File: src/rtl/counter_pkg.sv
`default_nettype none
// ============================================================================
// Module      : counter_pkg
// Description : Shared constants for the parameterised up/down counter.
//               The mode constants select the SATURATE parameter value.
// Revision    : 1.0 - initial release
// ============================================================================
package counter_pkg;

  // Boundary behaviour: wrap around modulo MAX_VALUE+1
  localparam int unsigned CNT_MODE_WRAP = 0;
  // Boundary behaviour: hold at the boundary value
  localparam int unsigned CNT_MODE_SAT  = 1;

endpackage : counter_pkg
`default_nettype wire

File: src/rtl/counter_updown_param.sv
`default_nettype none
// ============================================================================
// Module      : counter_updown_param
// Description : Parameterised up/down counter with terminal count MAX_VALUE,
//               wrap or saturate boundary mode, single-cycle overflow /
//               underflow pulses, sticky event flags and combinational
//               at_max / at_zero status.
//               Command priority each cycle: clear > load > enable.
// Revision    : 1.0 - initial release
// ============================================================================
module counter_updown_param
  import counter_pkg::*;
#(
  parameter int unsigned           WIDTH     = 8,
  parameter logic [WIDTH-1:0]      MAX_VALUE = '1,
  parameter int unsigned           SATURATE  = CNT_MODE_WRAP
) (
  input  logic             clk,
  input  logic             rst_n,
  input  logic             clear,
  input  logic             load,
  input  logic [WIDTH-1:0] load_value,
  input  logic             enable,
  input  logic             up_down,
  input  logic             sticky_clr,
  output logic [WIDTH-1:0] count,
  output logic             overflow,
  output logic             underflow,
  output logic             ovf_sticky,
  output logic             unf_sticky,
  output logic             at_max,
  output logic             at_zero
);

  localparam logic [WIDTH-1:0] c_ONE  = {{(WIDTH-1){1'b0}}, 1'b1};
  localparam logic [WIDTH-1:0] c_ZERO = '0;
  localparam logic             c_SAT  = (SATURATE == CNT_MODE_SAT);

  logic [WIDTH-1:0] r_count;
  logic             r_overflow;
  logic             r_underflow;
  logic             r_ovf_sticky;
  logic             r_unf_sticky;

  logic [WIDTH-1:0] w_count_nxt;
  logic             w_ovf_nxt;
  logic             w_unf_nxt;
  logic             w_ovf_sticky_nxt;
  logic             w_unf_sticky_nxt;

  // Next-count, event pulses and sticky flags from the prioritised command.
  // The count never exceeds MAX_VALUE (load clamps), so the boundary tests
  // only need >= / == against the terminal values and no wider arithmetic.
  always_comb begin
    w_count_nxt = r_count;
    w_ovf_nxt   = 1'b0;
    w_unf_nxt   = 1'b0;
    if (clear) begin
      w_count_nxt = c_ZERO;
    end else if (load) begin
      w_count_nxt = (load_value > MAX_VALUE) ? MAX_VALUE : load_value;
    end else if (enable) begin
      if (up_down) begin
        if (r_count >= MAX_VALUE) begin
          w_ovf_nxt   = 1'b1;
          w_count_nxt = c_SAT ? MAX_VALUE : c_ZERO;
        end else begin
          w_count_nxt = r_count + c_ONE;
        end
      end else begin
        if (r_count == c_ZERO) begin
          w_unf_nxt   = 1'b1;
          w_count_nxt = c_SAT ? c_ZERO : MAX_VALUE;
        end else begin
          w_count_nxt = r_count - c_ONE;
        end
      end
    end
    // A new event wins over a coincident sticky clear
    w_ovf_sticky_nxt = w_ovf_nxt | (r_ovf_sticky & ~sticky_clr);
    w_unf_sticky_nxt = w_unf_nxt | (r_unf_sticky & ~sticky_clr);
  end

  // Counter state, pulses and sticky flags; async active-low reset
  always_ff @(posedge clk or negedge rst_n) begin
    if (!rst_n) begin
      r_count      <= c_ZERO;
      r_overflow   <= 1'b0;
      r_underflow  <= 1'b0;
      r_ovf_sticky <= 1'b0;
      r_unf_sticky <= 1'b0;
    end else begin
      r_count      <= w_count_nxt;
      r_overflow   <= w_ovf_nxt;
      r_underflow  <= w_unf_nxt;
      r_ovf_sticky <= w_ovf_sticky_nxt;
      r_unf_sticky <= w_unf_sticky_nxt;
    end
  end

  assign count      = r_count;
  assign overflow   = r_overflow;
  assign underflow  = r_underflow;
  assign ovf_sticky = r_ovf_sticky;
  assign unf_sticky = r_unf_sticky;
  assign at_max     = (r_count == MAX_VALUE);
  assign at_zero    = (r_count == c_ZERO);

endmodule : counter_updown_param
`default_nettype wire

File: config.mk
export PLATFORM = sky130hd
export DESIGN_NAME = counter_updown_param
export DESIGN_NICKNAME = d
export VERILOG_FILES = /design/src/rtl/counter_pkg.sv /design/src/rtl/counter_updown_param.sv
export SDC_FILE = /design/constraint.sdc
export NUM_CORES = 1
export LEC_CHECK = 0
export ABC_AREA = 1
export CAP_MARGIN = 5
export CORE_ASPECT_RATIO = 1.4
export CORE_MARGIN = 4
export CORE_UTILIZATION = 49
export CTS_BUF_LIST = sky130_fd_sc_hd__clkbuf_8
export CTS_CLUSTER_SIZE = 20
export DETAILED_ROUTE_END_ITERATION = 12
export GPL_ROUTABILITY_DRIVEN = 1
export GPL_TIMING_DRIVEN = 0
export MAX_ROUTING_LAYER = met4
export PLACE_DENSITY = 0.9
export SETUP_SLACK_MARGIN = 0.05
export SYNTH_ARGS = -nofsm -noshare
export SYNTH_HDL_FRONTEND = slang
export SYNTH_SLANG_ARGS = --single-unit
File: constraint.sdc
create_clock -name clk -period 1.9 [get_ports clk]
set_input_delay 0.38 -clock clk [delete_from_list [all_inputs] [get_ports clk]]
set_output_delay 0.38 -clock clk [all_outputs]
set_load 0.02 [all_outputs]
# Word level (Yosys, flattened, before mapping)
# Cells that the tools add are included.
# op_classes
add_sub_neg,2
magnitude_cmp,2
eq_ne,1
n_mux,17
bitwise,5
n_reduce_logical,2
# op_table
cell,n
2-to-1 mux 8 bit,7
2-to-1 mux 1 bit,10
adder 8 x 1 -> 8 bit (second input constant),1
== test 8 bit (second input constant),1
>= comparator 8 bit (second input constant),1
greater-than comparator 8 bit (second input constant),1
logical NOT 8 bit,1
subtractor 8 x 1 -> 8 bit (second input constant),1
nonzero test 3 bit,1
bitwise AND 1 bit,2
bitwise OR 1 bit,2
NOT 1 bit,1
# totals
reg_bits,12
in_bits,15
output_inout_bits,14
word_cells,34

# Depth between registers and ports, before layout
# depth
depth_word,7
depth_mapped,11

# Least setup slack after synthesis
# Ideal clock, no wire load.
# synth_timing
path_type,reg-to-reg
start,"reg r_count[0], in the netlist count[0]"
end,"reg r_count[5], in the netlist count[5]"
setup_time_ns,0.122
arrival_ns,1.403
required_ns,1.778
slack_ns,0.375
path_stages_with_launch,11
path_buffers,0
path_cell_list,dfrtp_1 > inv_1 > ha_1 > nand2_1 > nor2_4 > nor2_2 > nand3_1 > nand2_1 > nand2_1 > nand2_1 > o21ai_1
# synth_between
elab_chain_cells,6
word_cells_on_any_way,10
# synth_rtl
element,line_no,rtl
from (decl),counter_updown_param.sv:39,logic [WIDTH-1:0] r_count;
from (signal assigned),counter_updown_param.sv:87,r_count <= c_ZERO;
from (signal assigned),counter_updown_param.sv:93,r_count <= w_count_nxt;
logical NOT 8 bit,-,
named net at_zero,counter_updown_param.sv:32,output logic at_zero
2-to-1 mux 8 bit,counter_updown_param.sv:71,if (r_count == c_ZERO) begin
2-to-1 mux 8 bit,counter_updown_param.sv:63,if (up_down) begin
2-to-1 mux 8 bit,counter_updown_param.sv:62,end else if (enable) begin
2-to-1 mux 8 bit,counter_updown_param.sv:60,end else if (load) begin
2-to-1 mux 8 bit,counter_updown_param.sv:58,if (clear) begin
# The timed path passes the listed nets, and every way through them passes these cells. The select of a mux whose other input is x is not followed.
# A chain may end at the register's enable or synchronous reset.

# Final worst setup path
# layout_timing
start,"reg r_count[1], in the netlist count[1]"
end,out at_max
# layout_between
elab_chain_cells,1
# layout_rtl
element,line_no,rtl
== test 8 bit,counter_updown_param.sv:106,assign at_max = (r_count == MAX_VALUE);
to (decl),counter_updown_param.sv:31,"output logic at_max,"
# No other way between the ends.

==> flow_summary.ini <==
[sta]
period_share_pct = 96.1
max_freq_mhz = 548
max_slew.worst_pin.slew_ns = 0.559
timing.final.crit_period_ns = 1.83
maxSlewHeadroom_pct = 62.6
slew_violations = 0
fin_skew_ns = 0.00158
hold_violations = 0
fin_ws_ns = 0.0742
setup_violations = 0
rsz0062_at_grt = true

[yosys]
ys_seq_area_share_pct = 29.7
syn_inst = 160
ys.warnings.count = 0
synth_cell_type_count = 22
syn-num-nets = 178
avgSynthCellArea_um2 = 6.32
syn_area_um2 = 1010
ys_ff_latch = 12

[clock_tree]
clock_path_buffers = 2
cts_root_buffer = clkbuf_8
cts_hold_buf = 0
clkTransAtPathRegs_ns = 0.05
cts_tree = built
cts.htree.levels = 1
cts_buffers = 3
cts.sinks = 12
clk_latency_ns = 0.24

[critical_path]
crit_chain = ha_1 -> nand2_1 -> nor2_2 -> nand2_2 -> inv_2 -> buf_4
crit_type = reg -> out
crit_arrival_ns = 1.45
endpoint_kind = primary output
cp_num_buf_inv = 2
slowest_delay_ns = 0.42
path_max_fanout = 5
cp_top_family = flip-flops
regToRegSetupSlack_ns = 0.32
cp.required_ns = 1.52
cpMaxStageDelayCell = dfrtp_1
start_kind = flip-flop

[layout]
drive_gt1_share_pct = 14.6
syn_to_final_growth_pct = 35.0
fin_nets = 211
final_util_pct = 69.2
final_cell_area_um2 = 1370
multi_input_area_um2 = 569
nFillCells = 156
n_antenna_cell = 0
regArea_um2 = 303

[drt]
drc_errors = 0
wl_met1_um = 958
wl_mm = 2.81
drt-pass1-iter-count = 4
drtAntennaViolNets = 0
routed.top_layer = met4
dr_wl_met3_um = 190
drtIter0Drc = 37
vias = 1151
wl_per_cell_um = 13.2
dr_wl_met2_mm = 1.56
post_drt_via_cell_ratio = 5.40

[placement]
hpwl_mm = 2.07
io_buffers = 27
placed_area_um2 = 1310
gp_congestion = 0.943
place_ws_ns = -0.114

[die]
chipWidth_um = 46.4
core_area_um2 = 1970
die_y_um = 61.7
dieArea_um2 = 2860
io_pins = 29
rows = 19
start_util_pct = 51.2

[global_route]
grt_overflow = 0
grt_start_max_net_pins = 13
grt_pass1_wl_mm = 4.59
grt_pass1_vias = 1096
antenna_found_initial = 0
grtUsageTotal_pct = 22.8

[pwr]
ir_drop_v = 0.000578
p_total_mw = 0.888
leakage_nw = 0.667
power.density_nw_per_um2 = 651

[outcome]
outcome = complete, no violations

[run]
maxCapViolCount = 0

[min_path]
hp-class = in -> reg
## worst paths after layout
kind	depth (start not counted)	start	endpoint
worst max-delay path	6	count[1]	at_max
worst min-delay path	3	up_down	overflow
worst max register to register	10	count[1]	count[5]
worst min register to register	2	ovf_sticky	ovf_sticky
max in group asynchronous	1	rst_n	count[0]
min in group asynchronous	1	rst_n	overflow
## layer usage
metal,vias up,track usage [%]
met5,-,-
met4,0,13.4
met3,13,3.75
met2,57,40.6
met1,517,22.7
li1,564,-
## layout by cell type, fill, tap and decap left out, drive strengths merged
master / netlist / layout
o22ai: 3 / 3
a21oi: 2 / 2
inv: 27 / 27
nand4: 1 / 1
nor3: 1 / 1
clkbuf: 0 / 4
nor2: 18 / 18
xnor2: 1 / 1
buf: 5 / 8
o21ai: 21 / 21
nand3: 12 / 12
dfrtp: 12 / 12
xor2: 3 / 3
nand2: 50 / 50
ha: 3 / 3
or2: 1 / 1
clkdlybuf4s50: 0 / 25
## through the flow
step | cells | hold WS [ns] | setup TNS [ns]
after floorplan | 160 | 0.0844 | 0
after global placement | 208 | 0.519 | -0.186
after detailed placement | 208 | 0.532 | -0.223
after CTS | 212 | 0.436 | 0
after global routing | 213 | 0.453 | 0
final | 213 | 0.442 | 0
## flip-flops by register name, summed over array words and instances (netlist names)
signal and cells:
underflow 1, count 8, ovf_sticky 1, unf_sticky 1, overflow 1
## repair_timing
item                                    CTS  global route
endpoints found under the setup margin    2             3
gates resized for setup                   9             3
setup buffers                             0             1
pin swaps                                 0             0
## layout make-up
class                   count  area share (%)
plain buffers               5            2.93
clock buffers               4            4.03
inverters                  27            7.42
multi-input cells         116            41.7
flip-flops and latches     12            22.2
well taps                  21            1.92
repair buffers             28            19.8
## synthesized netlist by cell type
master | n | area [um^2]
nor3_1 | 1 | 5.00
nor2_4 | 1 | 11.3
a21oi_1 | 2 | 10.0
ha_1 | 3 | 37.5
o21ai_0 | 12 | 60.1
inv_2 | 3 | 11.3
o22ai_1 | 3 | 18.8
nand4_1 | 1 | 6.26
buf_2 | 2 | 10.0
xnor2_1 | 1 | 8.76
or2_1 | 1 | 6.26
xor2_1 | 3 | 26.3
inv_1 | 24 | 90.1
buf_6 | 2 | 22.5
nand2_1 | 46 | 173
nor2_2 | 5 | 31.3
nand2_2 | 4 | 25.0
nor2_1 | 12 | 45.0
nand3_1 | 12 | 60.1
dfrtp_1 | 12 | 300
o21ai_1 | 9 | 45.0
buf_4 | 1 | 7.51
## kinds of logic (layout without fill, tap and decap cells)
kind of cell / count (synthesis) / after routing / synth area share (%)
and+or+nand+nor: 83 / 83 / 35.9
AOI/OAI and AO/OA: 26 / 26 / 13.2
DFF: 12 / 12 / 29.7
adders and majority gates: 3 / 3 / 3.71
xor gates and xnor gates: 4 / 4 / 3.47
buffers and inverters: 32 / 64 / 14.0
## power breakdown
group	leakage [nW]	internal, mW	total [mW]	switching [mW]
clock network	0.0288	0.183	0.281	0.0979
logic	0.480	0.132	0.309	0.176
registers	0.158	0.272	0.298	0.0259
total	0.667	0.588	0.888	0.300
## worst min-delay path: cells and delay by family
kind,cells,cell delay (ns)
buffers and inverters,1,0.12
and+or+nand+nor,2,0.14
No activity file was read; power rests on OpenSTA's default activity.
